<file path="src/rtl/imm_gen_pipe.sv">
// Registered RV immediate generator behind a 2-entry skid buffer (valid/ready in and out).
// Optional macro IMM_GEN_BYTE_OFFSET_EN: B/J immediates become byte offsets instead of halfword units.
module imm_gen_pipe #(
    parameter int XLEN  = 32,
    parameter int TAG_W = 8
) (
    input  logic             clk,
    input  logic             rst_n,
    input  logic             flush,
    input  logic             in_valid,
    output logic             in_ready,
    input  logic [31:0]      in_instr,
    input  logic [TAG_W-1:0] in_tag,
    output logic             out_valid,
    input  logic             out_ready,
    output logic [XLEN-1:0]  out_imm,
    output logic [2:0]       out_fmt,
    output logic [TAG_W-1:0] out_tag
);

    localparam logic [2:0] FMT_NONE  = 3'd0;
    localparam logic [2:0] FMT_I     = 3'd1;
    localparam logic [2:0] FMT_S     = 3'd2;
    localparam logic [2:0] FMT_B     = 3'd3;
    localparam logic [2:0] FMT_J     = 3'd4;
    localparam logic [2:0] FMT_U     = 3'd5;
    localparam logic [2:0] FMT_SHAMT = 3'd6;

    typedef enum logic [1:0] {
        EMPTY = 2'd0,
        ONE   = 2'd1,
        FULL  = 2'd2
    } state_t;

    state_t state, state_nxt;

    // Every format fits in 32 signed bits; widening to XLEN is a plain sign extension.
    function automatic logic signed [XLEN-1:0] sext_xlen(input logic signed [31:0] v);
        return XLEN'(v);
    endfunction

    logic [6:0]              opcode;
    logic [2:0]              funct3;
    logic signed [31:0]      imm32_p0;
    logic signed [XLEN-1:0]  imm_p0;
    logic [2:0]              fmt_p0;

    assign opcode = in_instr[6:0];
    assign funct3 = in_instr[14:12];

    // Stage p0: combinational decode of the offered instruction
    always_comb begin
        imm32_p0 = '0;
        fmt_p0   = FMT_NONE;
        case (opcode)
            7'b0010011: begin
                if (funct3 == 3'b001 || funct3 == 3'b101) begin
                    fmt_p0   = FMT_SHAMT;
                    imm32_p0 = (XLEN == 64) ? {26'b0, in_instr[25:20]}
                                            : {27'b0, in_instr[24:20]};
                end else begin
                    fmt_p0   = FMT_I;
                    imm32_p0 = {{20{in_instr[31]}}, in_instr[31:20]};
                end
            end
            7'b0000011, 7'b1100111: begin
                fmt_p0   = FMT_I;
                imm32_p0 = {{20{in_instr[31]}}, in_instr[31:20]};
            end
            7'b0100011: begin
                fmt_p0   = FMT_S;
                imm32_p0 = {{20{in_instr[31]}}, in_instr[31:25], in_instr[11:7]};
            end
            7'b1100011: begin
                fmt_p0   = FMT_B;
`ifdef IMM_GEN_BYTE_OFFSET_EN
                imm32_p0 = {{19{in_instr[31]}}, in_instr[31], in_instr[7],
                            in_instr[30:25], in_instr[11:8], 1'b0};
`else
                imm32_p0 = {{20{in_instr[31]}}, in_instr[31], in_instr[7],
                            in_instr[30:25], in_instr[11:8]};
`endif
            end
            7'b1101111: begin
                fmt_p0   = FMT_J;
`ifdef IMM_GEN_BYTE_OFFSET_EN
                imm32_p0 = {{11{in_instr[31]}}, in_instr[31], in_instr[19:12],
                            in_instr[20], in_instr[30:21], 1'b0};
`else
                imm32_p0 = {{12{in_instr[31]}}, in_instr[31], in_instr[19:12],
                            in_instr[20], in_instr[30:21]};
`endif
            end
            7'b0110111, 7'b0010111: begin
                fmt_p0   = FMT_U;
                imm32_p0 = {in_instr[31:12], 12'b0};
            end
            default: ;
        endcase
    end

    assign imm_p0 = sext_xlen(imm32_p0);

    logic push, pop;
    logic load_main, load_skid, move_skid;

    assign in_ready  = (state != FULL);
    assign out_valid = (state != EMPTY);
    assign push      = in_valid & in_ready;
    assign pop       = out_valid & out_ready;

    always_ff @(posedge clk or negedge rst_n) begin
        if (!rst_n) state <= EMPTY;
        else        state <= state_nxt;
    end

    // Occupancy FSM; flush overrides everything including a same-cycle push
    always_comb begin
        state_nxt = state;
        load_main = 1'b0;
        load_skid = 1'b0;
        move_skid = 1'b0;
        case (state)
            EMPTY: begin
                if (push) begin
                    state_nxt = ONE;
                    load_main = 1'b1;
                end
            end
            ONE: begin
                if (push && pop) begin
                    load_main = 1'b1;
                end else if (push) begin
                    state_nxt = FULL;
                    load_skid = 1'b1;
                end else if (pop) begin
                    state_nxt = EMPTY;
                end
            end
            FULL: begin
                if (pop) begin
                    state_nxt = ONE;
                    move_skid = 1'b1;
                end
            end
            default: state_nxt = EMPTY;
        endcase
        if (flush) begin
            state_nxt = EMPTY;
            load_main = 1'b0;
            load_skid = 1'b0;
            move_skid = 1'b0;
        end
    end

    logic [XLEN-1:0]  main_imm_p1, skid_imm_p1;
    logic [2:0]       main_fmt_p1, skid_fmt_p1;
    logic [TAG_W-1:0] main_tag_p1, skid_tag_p1;

    // Stage p1: main (visible) and skid entries; cleared on reset and flush
    always_ff @(posedge clk or negedge rst_n) begin
        if (!rst_n) begin
            main_imm_p1 <= '0;
            main_fmt_p1 <= '0;
            main_tag_p1 <= '0;
            skid_imm_p1 <= '0;
            skid_fmt_p1 <= '0;
            skid_tag_p1 <= '0;
        end else if (flush) begin
            main_imm_p1 <= '0;
            main_fmt_p1 <= '0;
            main_tag_p1 <= '0;
            skid_imm_p1 <= '0;
            skid_fmt_p1 <= '0;
            skid_tag_p1 <= '0;
        end else begin
            if (load_main) begin
                main_imm_p1 <= imm_p0;
                main_fmt_p1 <= fmt_p0;
                main_tag_p1 <= in_tag;
            end else if (move_skid) begin
                main_imm_p1 <= skid_imm_p1;
                main_fmt_p1 <= skid_fmt_p1;
                main_tag_p1 <= skid_tag_p1;
            end
            if (load_skid) begin
                skid_imm_p1 <= imm_p0;
                skid_fmt_p1 <= fmt_p0;
                skid_tag_p1 <= in_tag;
            end
        end
    end

    assign out_imm = main_imm_p1;
    assign out_fmt = main_fmt_p1;
    assign out_tag = main_tag_p1;

endmodule
</file>
<file path="config.mk">
export PLATFORM = sky130hd
export DESIGN_NAME = imm_gen_pipe
export DESIGN_NICKNAME = d
export VERILOG_FILES = /design/src/rtl/imm_gen_pipe.sv
export SDC_FILE = /design/constraint.sdc
export NUM_CORES = 1
export LEC_CHECK = 0
export ABC_AREA = 0
export CAP_MARGIN = 15
export CORE_ASPECT_RATIO = 0.75
export CORE_MARGIN = 2
export CORE_UTILIZATION = 50
export CTS_CLUSTER_SIZE = 8
export DETAILED_ROUTE_END_ITERATION = 12
export PLACE_DENSITY = 0.87
export SETUP_SLACK_MARGIN = 0.5
export SLEW_MARGIN = 0
export SYNTH_ARGS = -nofsm -noshare
export SYNTH_HDL_FRONTEND = slang
export SYNTH_SLANG_ARGS = --single-unit
</file>
<file path="constraint.sdc">
create_clock -name clk -period 1.8 [get_ports clk]
set_input_delay 0.18 -clock clk [delete_from_list [all_inputs] [get_ports clk]]
set_output_delay 0.18 -clock clk [all_outputs]
set_load 0.01 [all_outputs]
</file>
==> out/metrics.yaml <==
job:
  maxCapViolations: 0
final_layout:
  fillCellCount: 498
  area.growth.synth_to_final_pct: 55.5
  num-nets-final: 707
  insertedDiodeCount: 0
  drive_gt1_share_pct: 31.6
cts:
  cts_buffer_depth: 2
  insertion_delay_ns: 0.36
  path_clk_slew_ns: 0.07
  cts.sinks: 88
  clock-root-buffer: "clkbuf_16"
  cts_max_level: 3
  cts_tree: "yes"
  numCtsBuffers: 9
critical_path:
  reg2regPathDepth: 7
  rr_startpoint: "state[0]$_DFFE_PN0P_"
  cp-start-kind: "flip-flop"
  required_ns: 2.04
  r2r_setup_slack_ns: 0.09
  crit_fanout: 6
  worstPathArrival_ns: 1.95
  endpoint_kind: "flip-flop"
  r2r-end: "out_imm[21]$_DFFE_PN0P_"
  worstSetupPathType: "reg -> reg"
timing:
  slew_violations: 0
  rsz0062_at_grt: "true"
  finalHoldViolations: 0
  max_slew_margin_pct: 73.2
  period_minus_slack_ns: 1.71
  fmax_mhz: 583
  setup_viol: 0
  finClkSkew_ns: 0.00824
  worstMarginPinSlew_ns: 0.400
  setup_tns_ns: 0
  period_share_pct: 95.3
route:
  avgViaCountPerCell: 6.58
  drcViolationCount: 0
  ant_nets: 0
  routed_wl_mm: 18.9
  route.vias.total: 5229
  drt-initial-drc-count: 751
  first_pass_iters: 7
  wl_per_cell_microns: 23.7
synth:
  yosysTopAreaCellShare_pct: 47.2
  syn-num-nets: 546
  ys_ff_latch: 88
  ys_top_cells_by_count: "nand2_1, dfrtp_1, a21oi_1"
  syn_inst: 501
  async_flop_share_pct: 100
  ys.flop_type: "dfrtp_1"
  syn_area_sq_um: 4670
  yosysTopAreaCell: "dfrtp_1"
  post_synth_main_area_contributors: "dfrtp_1, nand2_1, a21oi_1"
  ys_types: 60
  ys_seq_area_share_pct: 47.2
  synth_edf_count: 0
  synth.most_common_cell: "nand2_1"
  syn_area_per_cell_sq_um: 9.32
  synth_warnings: 0
die:
  io_pins: 90
  rows: 30
  dieHeight_microns: 87.7
  dieArea_sq_um: 10100
  chipWidth_microns: 116
  fp.coreArea_sq_um: 9050
  start_util_pct: 51.6
hold_path:
  whs_path_depth: 2
  hold_end: "out_fmt[0]$_DFFE_PN0P_"
  hold_class: "in -> reg"
  hold_start: "flush"
global_routing:
  grt_pass1_wl_mm: 24.9
  antenna_found_initial: 0
  grt_pass1_vias: 4656
  grt.overflow.total: 0
  gr-usage-all-layers_pct: 32.1
  grt_max_degree: 47
status:
  status: "finished, final reports clean"
placed_design:
  dp_hpwl_mm: 10.1
  gp_congestion: 0.954
  port_buffers: 89
power_and_ir_drop:
  ir_worst_vdd_uv: 693
  p_leak_nw: 3.31
  power_density_nw_per_um2: 706
  p_total_mw: 5.12
## sequential cells by signal, indices dropped and copies added (netlist names)
signal       cells
out_fmt          3
out_imm         32
out_tag          8
skid_fmt_p1      3
skid_imm_p1     32
skid_tag_p1      8
state            2
## report_power, final
part	switching, mW	internal [mW]	total [mW]
sequential	0.0462	2.04	2.09
clock	0.839	1.15	1.99
combinational	0.561	0.486	1.05
total	1.45	3.68	5.12
## worst max-delay path by stage
| stage | startpoint | to | slack, ns | cells after the start |
|---|---|---|---|---|
| detailed placement | in_instr[6] | skid_imm_p1[28]$_DFFE_PN0P_ | -0.22 | 6 |
| finish | state[0]$_DFFE_PN0P_ | out_imm[21]$_DFFE_PN0P_ | 0.09 | 7 |
| global route | state[0]$_DFFE_PN0P_ | out_imm[23]$_DFFE_PN0P_ | 0.07 | 7 |
| floorplan | state[0]$_DFFE_PN0P_ | out_imm[21]$_DFFE_PN0P_ | 0.34 | 6 |
| CTS | state[0]$_DFFE_PN0P_ | out_imm[28]$_DFFE_PN0P_ | 0.22 | 6 |
| global placement | in_instr[3] | skid_imm_p1[27]$_DFFE_PN0P_ | -0.15 | 5 |
## what timing repair did
item / in CTS / in global routing
cloned: 3 / 9
hold buffers: 1 / 0
gates resized for setup: 114 / 64
pin swaps: 23 / 28
hold endpoints to repair: 24 / 0
setup endpoints to repair: 131 / 90
buffers inserted: 21 / 11
## per-layer routing
layer	wire length, microns	global-route usage, %
met5	0	0
met4	824	9.97
met3	2420	5.74
met2	8690	50.6
met1	6930	45.6
## critical path, stage by stage, from the launching register on
cell and delay, ns:
dfrtp_2 0.46, and2b_2 0.25, o211ai_4 0.20, buf_12 0.16, o211ai_4 0.13, buf_6 0.18, o21ai_2 0.14, a21oi_2 0.07
## layout by cell type, fill, tap and decap left out, types with 4 or more instances in the layout
cell type and count:
a21oi_1 39, a21oi_2 11, a221o_1 24, a22o_1 8, a22oi_1 10, a311oi_2 8, and2_1 14, and3_1 4
buf_12 14, buf_4 52, buf_6 21, clkbuf_16 17, clkdlybuf4s50_1 33, dfrtp_1 86, dlygate4sd2_1 51, mux2i_1 4
nand2_1 83, nand2_2 6, nand2_4 4, nand2b_4 5, nand3_1 4, nor2_1 35, nor2_2 5, nor2_4 7
nor3_1 4, o21ai_0 13, o21ai_1 14, o21ai_2 13
## per-stage QoR
stage	utilization, %	std cells	hold slack (ns)	setup WS (ns)	cell area, sq um
4_1_cts	74.6	775	0.123	0.218	6750
2_1_floorplan	-	501	-0.116	0.337	4810
5_1_grt	80.3	795	0.125	0.0686	7260
3_3_place_gp	67.0	734	0.101	-0.150	6060
6_report	80.3	795	0.117	0.0852	7260
3_5_place_dp	67.0	734	0.107	-0.223	6060
## final cells by class
type,instances,area (sq um),share of cell area [%]
inverter,3,11.3,0.155
sequential,88,2200,30.4
tap,128,160,2.21
timing repair buffer,185,1930,26.6
multi-input combinational,375,2640,36.4
clock buffer,11,253,3.48
clock inverter,5,55.1,0.758
## kinds of logic after synthesis
| logic type | synth area share, % |
|---|---|
| AOI/OAI and AO/OA | 25.7 |
| xor gates and xnor gates | 0.188 |
| buffers and inverters | 4.47 |
| DFF | 47.2 |
| muxes | 1.10 |
| and+or+nand+nor | 21.4 |
Note: power is estimated with default switching activity, not from simulation.
